--- src/rtl/rvv_pkg.sv ---
// rtl/rvv_pkg.sv - shared opcodes, vtype layout, issue FSM states and VLMAX helper
package rvv_pkg;

    localparam logic [6:0] OP_V     = 7'b1010111;
    localparam logic [2:0] F3_OPCFG = 3'b111;

    typedef struct packed {
        logic       vill;
        logic [2:0] vsew;
        logic [2:0] vlmul;
    } vtype_t;

    typedef enum logic [1:0] {
        S_IDLE  = 2'd0,
        S_ISSUE = 2'd1,
        S_CFG   = 2'd2
    } issue_state_e;

    localparam vtype_t VTYPE_RESET = '{vill: 1'b1, vsew: 3'd0, vlmul: 3'd0};

    // Reserved encodings (vlmul=4, vsew>3) return 0; callers flag them as vill.
    function automatic logic [31:0] vlmax_calc(input logic [31:0] vlen,
                                               input logic [2:0]  vsew,
                                               input logic [2:0]  vlmul);
        logic [31:0] base;
        base = vlen >> ({1'b0, vsew} + 4'd3);
        if (vsew > 3'd3) begin
            vlmax_calc = 32'd0;
        end else begin
            case (vlmul)
                3'd0:    vlmax_calc = base;
                3'd1:    vlmax_calc = base << 1;
                3'd2:    vlmax_calc = base << 2;
                3'd3:    vlmax_calc = base << 3;
                3'd5:    vlmax_calc = base >> 3;
                3'd6:    vlmax_calc = base >> 2;
                3'd7:    vlmax_calc = base >> 1;
                default: vlmax_calc = 32'd0;
            endcase
        end
    endfunction

endpackage

--- src/rtl/rvv_instr_fifo.sv ---
// rtl/rvv_instr_fifo.sv - instruction queue holding {rs1, instr} entries
module rvv_instr_fifo
    import rvv_pkg::*;
#(
    parameter int DEPTH = 4
) (
    input  logic        clk,
    input  logic        rst,
    input  logic        s_tvalid,
    output logic        s_tready,
    input  logic [63:0] s_tdata,
    output logic        m_tvalid,
    input  logic        m_tready,
    output logic [63:0] m_tdata
);

    localparam int AW = (DEPTH > 1) ? $clog2(DEPTH) : 1;
    localparam logic [AW:0]   FULL_CNT = (AW + 1)'(DEPTH);
    localparam logic [AW-1:0] LAST_IDX = AW'(DEPTH - 1);

    logic [63:0]   mem [DEPTH];
    logic [AW-1:0] head;
    logic [AW-1:0] tail;
    logic [AW:0]   count;
    logic          push;
    logic          pop;

    assign s_tready = (count != FULL_CNT);
    assign m_tvalid = (count != '0);
    assign m_tdata  = mem[head];
    assign pop      = m_tvalid && m_tready;
    // A pop frees the slot the same cycle, so a full queue may still take a write.
    assign push     = s_tvalid && (s_tready || pop);

    always_ff @(posedge clk) begin
        if (push) begin
            mem[tail] <= s_tdata;
        end
    end

    always_ff @(posedge clk or negedge rst) begin
        if (!rst) begin
            head  <= '0;
            tail  <= '0;
            count <= '0;
        end else begin
            if (push) begin
                tail <= (tail == LAST_IDX) ? '0 : tail + 1'b1;
            end
            if (pop) begin
                head <= (head == LAST_IDX) ? '0 : head + 1'b1;
            end
            case ({push, pop})
                2'b10:   count <= count + 1'b1;
                2'b01:   count <= count - 1'b1;
                default: count <= count;
            endcase
        end
    end

endmodule

--- src/rtl/rvv_vector_issue.sv ---
// rtl/rvv_vector_issue.sv - vector issue queue, vsetvli/vl unit and issue FSM; RVV_ISSUE_PERF_EN adds perf counters
module rvv_vector_issue
    import rvv_pkg::*;
#(
    parameter int DEPTH = 4,
    parameter int VLEN  = 512
) (
    input  logic        clk,
    input  logic        rst,
    input  logic        in_valid,
    input  logic [31:0] in_instr,
    input  logic [31:0] in_rs1,
    output logic        in_ready,
    output logic        vec_valid,
    output logic [31:0] vec_instr,
    output logic [31:0] vec_vl,
    input  logic        vec_ready,
    output logic        wb_valid,
    output logic [31:0] wb_data,
    output logic        illegal
`ifdef RVV_ISSUE_PERF_EN
    ,
    output logic [31:0] perf_issued,
    output logic [31:0] perf_stall
`endif
);

    issue_state_e state;
    issue_state_e state_nxt;
    vtype_t       vtype;
    vtype_t       cfg_vtype;
    logic [31:0]  vl;
    logic [31:0]  cfg_vl;
    logic [31:0]  cfg_vlmax;
    logic [2:0]   cfg_vsew;
    logic [2:0]   cfg_vlmul;
    logic         cfg_bad;
    logic         q_valid;
    logic         q_pop;
    logic [63:0]  q_data;
    logic [31:0]  head_instr;
    logic [31:0]  head_rs1;
    logic         head_is_v;
    logic         head_is_cfg;
    logic         head_drop;
    logic         drop_now;
    logic         vtype_unused;

    rvv_instr_fifo #(.DEPTH(DEPTH)) u_fifo (
        .clk      (clk),
        .rst      (rst),
        .s_tvalid (in_valid && in_ready),
        .s_tready (in_ready),
        .s_tdata  ({in_rs1, in_instr}),
        .m_tvalid (q_valid),
        .m_tready (q_pop),
        .m_tdata  (q_data)
    );

    assign head_instr  = q_data[31:0];
    assign head_rs1    = q_data[63:32];
    assign head_is_v   = (head_instr[6:0] == OP_V);
    assign head_is_cfg = head_is_v && (head_instr[14:12] == F3_OPCFG) && !head_instr[31];
    assign head_drop   = !head_is_v || vtype.vill;

    // vsew/vlmul are architectural state kept for the vector unit; only vill steers issue here.
    assign vtype_unused = ^{vtype.vsew, vtype.vlmul};

    assign cfg_vsew  = head_instr[25:23];
    assign cfg_vlmul = head_instr[22:20];
    assign cfg_bad   = (cfg_vlmul == 3'd4) || (cfg_vsew > 3'd3);
    assign cfg_vlmax = vlmax_calc(32'(VLEN), cfg_vsew, cfg_vlmul);
    assign cfg_vtype = cfg_bad ? VTYPE_RESET : '{vill: 1'b0, vsew: cfg_vsew, vlmul: cfg_vlmul};

    // rs1 field picks the AVL source; rs1=x0,rd=x0 leaves vl untouched.
    always_comb begin
        cfg_vl = vl;
        if (cfg_bad) begin
            cfg_vl = '0;
        end else if (head_instr[19:15] != 5'd0) begin
            cfg_vl = (head_rs1 < cfg_vlmax) ? head_rs1 : cfg_vlmax;
        end else if (head_instr[11:7] != 5'd0) begin
            cfg_vl = cfg_vlmax;
        end
    end

    always_comb begin
        state_nxt = state;
        q_pop     = 1'b0;
        drop_now  = 1'b0;
        case (state)
            S_IDLE: begin
                if (q_valid) begin
                    if (head_is_cfg) begin
                        state_nxt = S_CFG;
                    end else if (head_drop) begin
                        q_pop    = 1'b1;
                        drop_now = 1'b1;
                    end else begin
                        state_nxt = S_ISSUE;
                    end
                end
            end
            S_ISSUE: begin
                if (vec_ready) begin
                    q_pop     = 1'b1;
                    state_nxt = S_IDLE;
                end
            end
            S_CFG: begin
                q_pop     = 1'b1;
                state_nxt = S_IDLE;
            end
            default: state_nxt = S_IDLE;
        endcase
    end

    assign vec_valid = (state == S_ISSUE);

    always_ff @(posedge clk or negedge rst) begin
        if (!rst) begin
            state     <= S_IDLE;
            vtype     <= VTYPE_RESET;
            vl        <= '0;
            vec_instr <= '0;
            vec_vl    <= '0;
            wb_valid  <= 1'b0;
            wb_data   <= '0;
            illegal   <= 1'b0;
        end else begin
            state    <= state_nxt;
            wb_valid <= (state == S_CFG);
            illegal  <= drop_now;
            if ((state == S_IDLE) && (state_nxt == S_ISSUE)) begin
                vec_instr <= head_instr;
                vec_vl    <= vl;
            end
            if (state == S_CFG) begin
                vtype   <= cfg_vtype;
                vl      <= cfg_vl;
                wb_data <= cfg_vl;
            end
        end
    end

`ifdef RVV_ISSUE_PERF_EN
    always_ff @(posedge clk or negedge rst) begin
        if (!rst) begin
            perf_issued <= '0;
            perf_stall  <= '0;
        end else begin
            if (vec_valid && vec_ready) begin
                perf_issued <= perf_issued + 32'd1;
            end
            if (vec_valid && !vec_ready) begin
                perf_stall <= perf_stall + 32'd1;
            end
        end
    end
`endif

endmodule
--- config.mk ---
export PLATFORM = sky130hd
export DESIGN_NAME = rvv_vector_issue
export DESIGN_NICKNAME = d
export VERILOG_FILES = /design/src/rtl/rvv_pkg.sv /design/src/rtl/rvv_instr_fifo.sv /design/src/rtl/rvv_vector_issue.sv
export SDC_FILE = /design/constraint.sdc
export NUM_CORES = 1
export LEC_CHECK = 0
export BUFFER_PORTS_ARGS = -buffer_cell sky130_fd_sc_hd__clkbuf_2
export CELL_PAD_IN_SITES_DETAIL_PLACEMENT = 0
export CELL_PAD_IN_SITES_GLOBAL_PLACEMENT = 1
export CORE_ASPECT_RATIO = 0.7
export CORE_MARGIN = 2
export CORE_UTILIZATION = 45
export DETAILED_ROUTE_END_ITERATION = 10
export PLACE_DENSITY = 0.76
export SLEW_MARGIN = 20
export SYNTH_ARGS = -nofsm -noshare
export SYNTH_HDL_FRONTEND = slang
export SYNTH_HIERARCHICAL = 1
export SYNTH_SLANG_ARGS = --single-unit
export TNS_END_PERCENT = 10
--- constraint.sdc ---
create_clock -name clk -period 4 [get_ports clk]
set_input_delay 0.6 -clock clk [delete_from_list [all_inputs] [get_ports clk]]
set_output_delay 0.6 -clock clk [all_outputs]
set_load 0.05 [all_outputs]
==> implementation parameters <==
Parameter                              Value

Clocking
  Buffer levels on the longest clock path    3
  Total CTS buffers    35
  CTS tree    done
  Clock transition at path regs    60 ps
  Number of levels the H-tree was split into    2
  Clock Tree Root    sky130_fd_sc_hd__clkbuf_16
  TritonCTS Sinks    364
  Insertion delay of the later-clocked pin in the worst-skew pair    520 ps

Timing
  Max-slew headroom at the worst pin    44.4%
  Fin. Hold Viols    0
  Setup TNS    0 ps
  Pin slew with the least headroom to its limit    831 ps
  Final worst path period share    92.4%
  Min Tclk post-route    3700 ps
  Maximum clock frequency    270 MHz
  Final setup violation count    0
  Setup repair after global routing missed its margin    false
  Final worst setup slack    303 ps
  Pins Over Slew Limit    0
  Clock Skews    9.35 ps

Synthesis
  Number of synthesized flops with an enable pin    256
  Leading cell types by total area after synthesis    sky130_fd_sc_hd__edfxtp_1 54%, sky130_fd_sc_hd__dfrtp_1 19%, sky130_fd_sc_hd__mux4_2 10%
  Flops & latches, synth    364
  Share of Yosys cell area claimed by the top area cell type    54.5%
  Leading area contributor after synthesis    sky130_fd_sc_hd__edfxtp_1
  Number of instances in the synthesized netlist    723
  Top FF cell, synth    sky130_fd_sc_hd__edfxtp_1
  Synth warn    6
  Nets in the synthesized netlist    807
  Syn avg cell area    19.5 µm²
  Count of cell types in the netlist    61
  Sequential element share of the synthesized area    73.7%
  Cell area after technology mapping    14100 µm²
  Proportion of synthesized flip-flops having asynchronous set or reset    29.7%

Route
  DR vias/cell    5.30
  Final wirelength    27800 µm
  Residual DRC    0
  1st-pass router iterations    4
  WL per Instance    20.4 µm
  Detailed router's first-iteration violation count    519
  Antenna-violating nets left    0
  Number of vias in the routed layout    7207

Layout
  Area of the multi-input gates    3520 µm²
  Final #Nets    1002
  Signed area change from the synthesized netlist to the final layout    18.6%
  Sequential standard cell area    10400 µm²
  Share of post-route cells with drive strength above 1    40.5%
  Final cell area excluding filler cells    16700 µm²
  Fill cell total of the finished layout    2453

Floorplan
  Core Region    31000 µm²
  Overall die width    216 µm
  Count of standard-cell rows    54
  Count of boundary I/O pins    168
  Die Area    32800 µm²
  Die outline height    152 µm
  Starting Density    45.5%

Place
  Buffers added on ports    167
  Placed wire-length estimate    18300 µm
  Area post-placement    15600 µm²
  Global placer's final weighted congestion    0.849
  Worst Setup Slack post-DPL    168 ps

Flow run
  Maximum capacitance violations    0

Global routing
  Antenna violations before repair    1
  Overflow after GRT    0
  Total track usage    17.4%
  Maximum number of pins on one net before global-route repair    57
  Wire length of the first global-routing pass    44100 µm
  Via count of the first global-routing pass    7259

Worst setup path
  Setup slack of the most critical reg-to-reg path    300 ps
  Crit-path max FO    9
  CP endpoint kind    flip-flop
  Setup crit start kind    flip-flop
  Logic depth of the worst register-to-register path    9
  Worst EP arrival    4090 ps
  Critical path type    reg2reg
  Endpoint required time on the critical path    4390 ps

Pwr
  Pwr/cell area    714 nW/µm²
  Worst supply voltage drop on vdd    0.401 mV
  Leak    6.59 nW

Run status
  Outcome    completed

Hold path
  Tightest Hold Check Type    in2async
critical path: stages (launching register included):
cell and delay, ps:
sky130_fd_sc_hd__dfrtp_4 530, sky130_fd_sc_hd__mux4_2 580, sky130_fd_sc_hd__xnor2_2 220, sky130_fd_sc_hd__or4b_2 670, sky130_fd_sc_hd__ha_1 350, sky130_fd_sc_hd__nand4_1 150
sky130_fd_sc_hd__nor3_2 270, sky130_fd_sc_hd__a211oi_4 140, sky130_fd_sc_hd__o211a_1 320, sky130_fd_sc_hd__o311ai_0 330
synthesized netlist by cell type (2+ instances only):
cell type	n
sky130_fd_sc_hd__inv_1	13
sky130_fd_sc_hd__dfrtp_1	107
sky130_fd_sc_hd__mux2_2	55
sky130_fd_sc_hd__o21ai_0	7
sky130_fd_sc_hd__nand3_1	5
sky130_fd_sc_hd__mux4_2	64
sky130_fd_sc_hd__ha_1	15
sky130_fd_sc_hd__nand4b_1	4
sky130_fd_sc_hd__nand2b_1	17
sky130_fd_sc_hd__xor2_1	3
sky130_fd_sc_hd__nor2b_1	28
sky130_fd_sc_hd__o211ai_1	2
sky130_fd_sc_hd__edfxtp_1	256
sky130_fd_sc_hd__nor2_1	15
sky130_fd_sc_hd__and2_2	4
sky130_fd_sc_hd__nor4b_1	2
sky130_fd_sc_hd__and3_1	5
sky130_fd_sc_hd__a21oi_1	5
sky130_fd_sc_hd__buf_2	9
sky130_fd_sc_hd__a211o_1	3
sky130_fd_sc_hd__nor3_1	4
sky130_fd_sc_hd__mux2_4	2
sky130_fd_sc_hd__nand4_1	2
sky130_fd_sc_hd__a221o_1	2
sky130_fd_sc_hd__o2111ai_1	7
sky130_fd_sc_hd__xnor2_1	2
sky130_fd_sc_hd__clkbuf_1	15
sky130_fd_sc_hd__and2_1	3
sky130_fd_sc_hd__o311ai_0	7
sky130_fd_sc_hd__nor4_1	6
sky130_fd_sc_hd__o22ai_1	3
sky130_fd_sc_hd__buf_4	7
sky130_fd_sc_hd__nand2_1	15
sky130_fd_sc_hd__buf_6	2
cell type report:
class | instances | area share [%]
well taps | 420 | 3.14
diodes | 1 | 0.0150
inverters | 13 | 0.292
clock inverters | 12 | 0.822
clock buffers | 47 | 5.62
flip-flops and latches | 364 | 62.1
repair buffers | 192 | 6.95
multi-input cells | 312 | 21.0
kinds of logic (layout without fill, tap and decap cells):
kind of cell / count (synthesis) / in the layout / synth area share, %
mux: 122 / 122 / 14.9
fa+ha+maj: 16 / 16 / 1.47
flops: 364 / 364 / 73.7
compound gates: 46 / 46 / 2.59
other cells: 0 / 1 / 0
buf+inv: 47 / 264 / 1.62
xor+xnor: 5 / 5 / 0.311
simple gates: 123 / 123 / 5.45
metrics by stage:
step | hold slack (ps) | power [mW] | utilization, % | instances
floorplan | 304 | 7.78 | - | 723
global placement | 450 | 8.81 | 50.4 | 1301
detailed placement | 452 | 8.86 | 50.4 | 1301
CTS | 156 | 12.1 | 53.9 | 1360
global route | 194 | 12.6 | 54.0 | 1361
finish | 144 | 11.9 | 54.0 | 1361
routing by layer:
layer,routed length (µm),track usage [%],vias up,part of all wire (%)
met2,12500,25.7,203,45
met3,1430,3.33,44,5.1
met4,567,4.40,0,2.0
li1,-,-,3243,-
met1,13300,26.8,3717,48
met5,0,0,-,0
report_power, final:
part | internal [mW] | switching, mW | leakage, nW
Sequential | 4.81 | 0.233 | 3.81
Clock | 1.84 | 1.34 | 0.525
Combinational | 1.51 | 2.20 | 2.26
path summary, 6_finish.rpt:
check / start / end
max: u_fifo/head[0]$_DFFE_PN0P_ / vl[9]$_DFFE_PN0P_
min: rst / vec_vl[9]$_DFFE_PN0P_
max reg2reg: u_fifo/head[0]$_DFFE_PN0P_ / vl[9]$_DFFE_PN0P_
min reg2reg: vec_instr[6]$_DFFE_PN0P_ / vec_instr[6]$_DFFE_PN0P_
max in group asynchronous: rst / vec_vl[15]$_DFFE_PN0P_
min in group clk: vec_ready / state[0]$_DFF_PN0_
state kept, by name, indices dropped and copies added (netlist names), 2 cells and up:
name,count
u_fifo/count,3
vec_instr,32
vec_vl,32
u_fifo/tail,2
state,2
vl,32
u_fifo/mem,256
u_fifo/head,2
layout by cell type, fill, tap and decap left out, drive strengths merged, types with 14 or more instances in the layout:
cell    netlist  final
nor2b        28     28
nor2         15     15
mux4         64     64
ha           15     15
buf          19     26
edfxtp      256    256
mux2         57     57
nand2        15     15
nand2b       17     17
dfrtp       107    107
inv          13     14
clkbuf       15    213
repair_timing:
item	CTS	global route
buffers inserted	0	0
setup endpoints to repair	0	7
hold buffers	0	0
resized for setup	0	3
No activity file was read; power rests on OpenSTA's default activity.
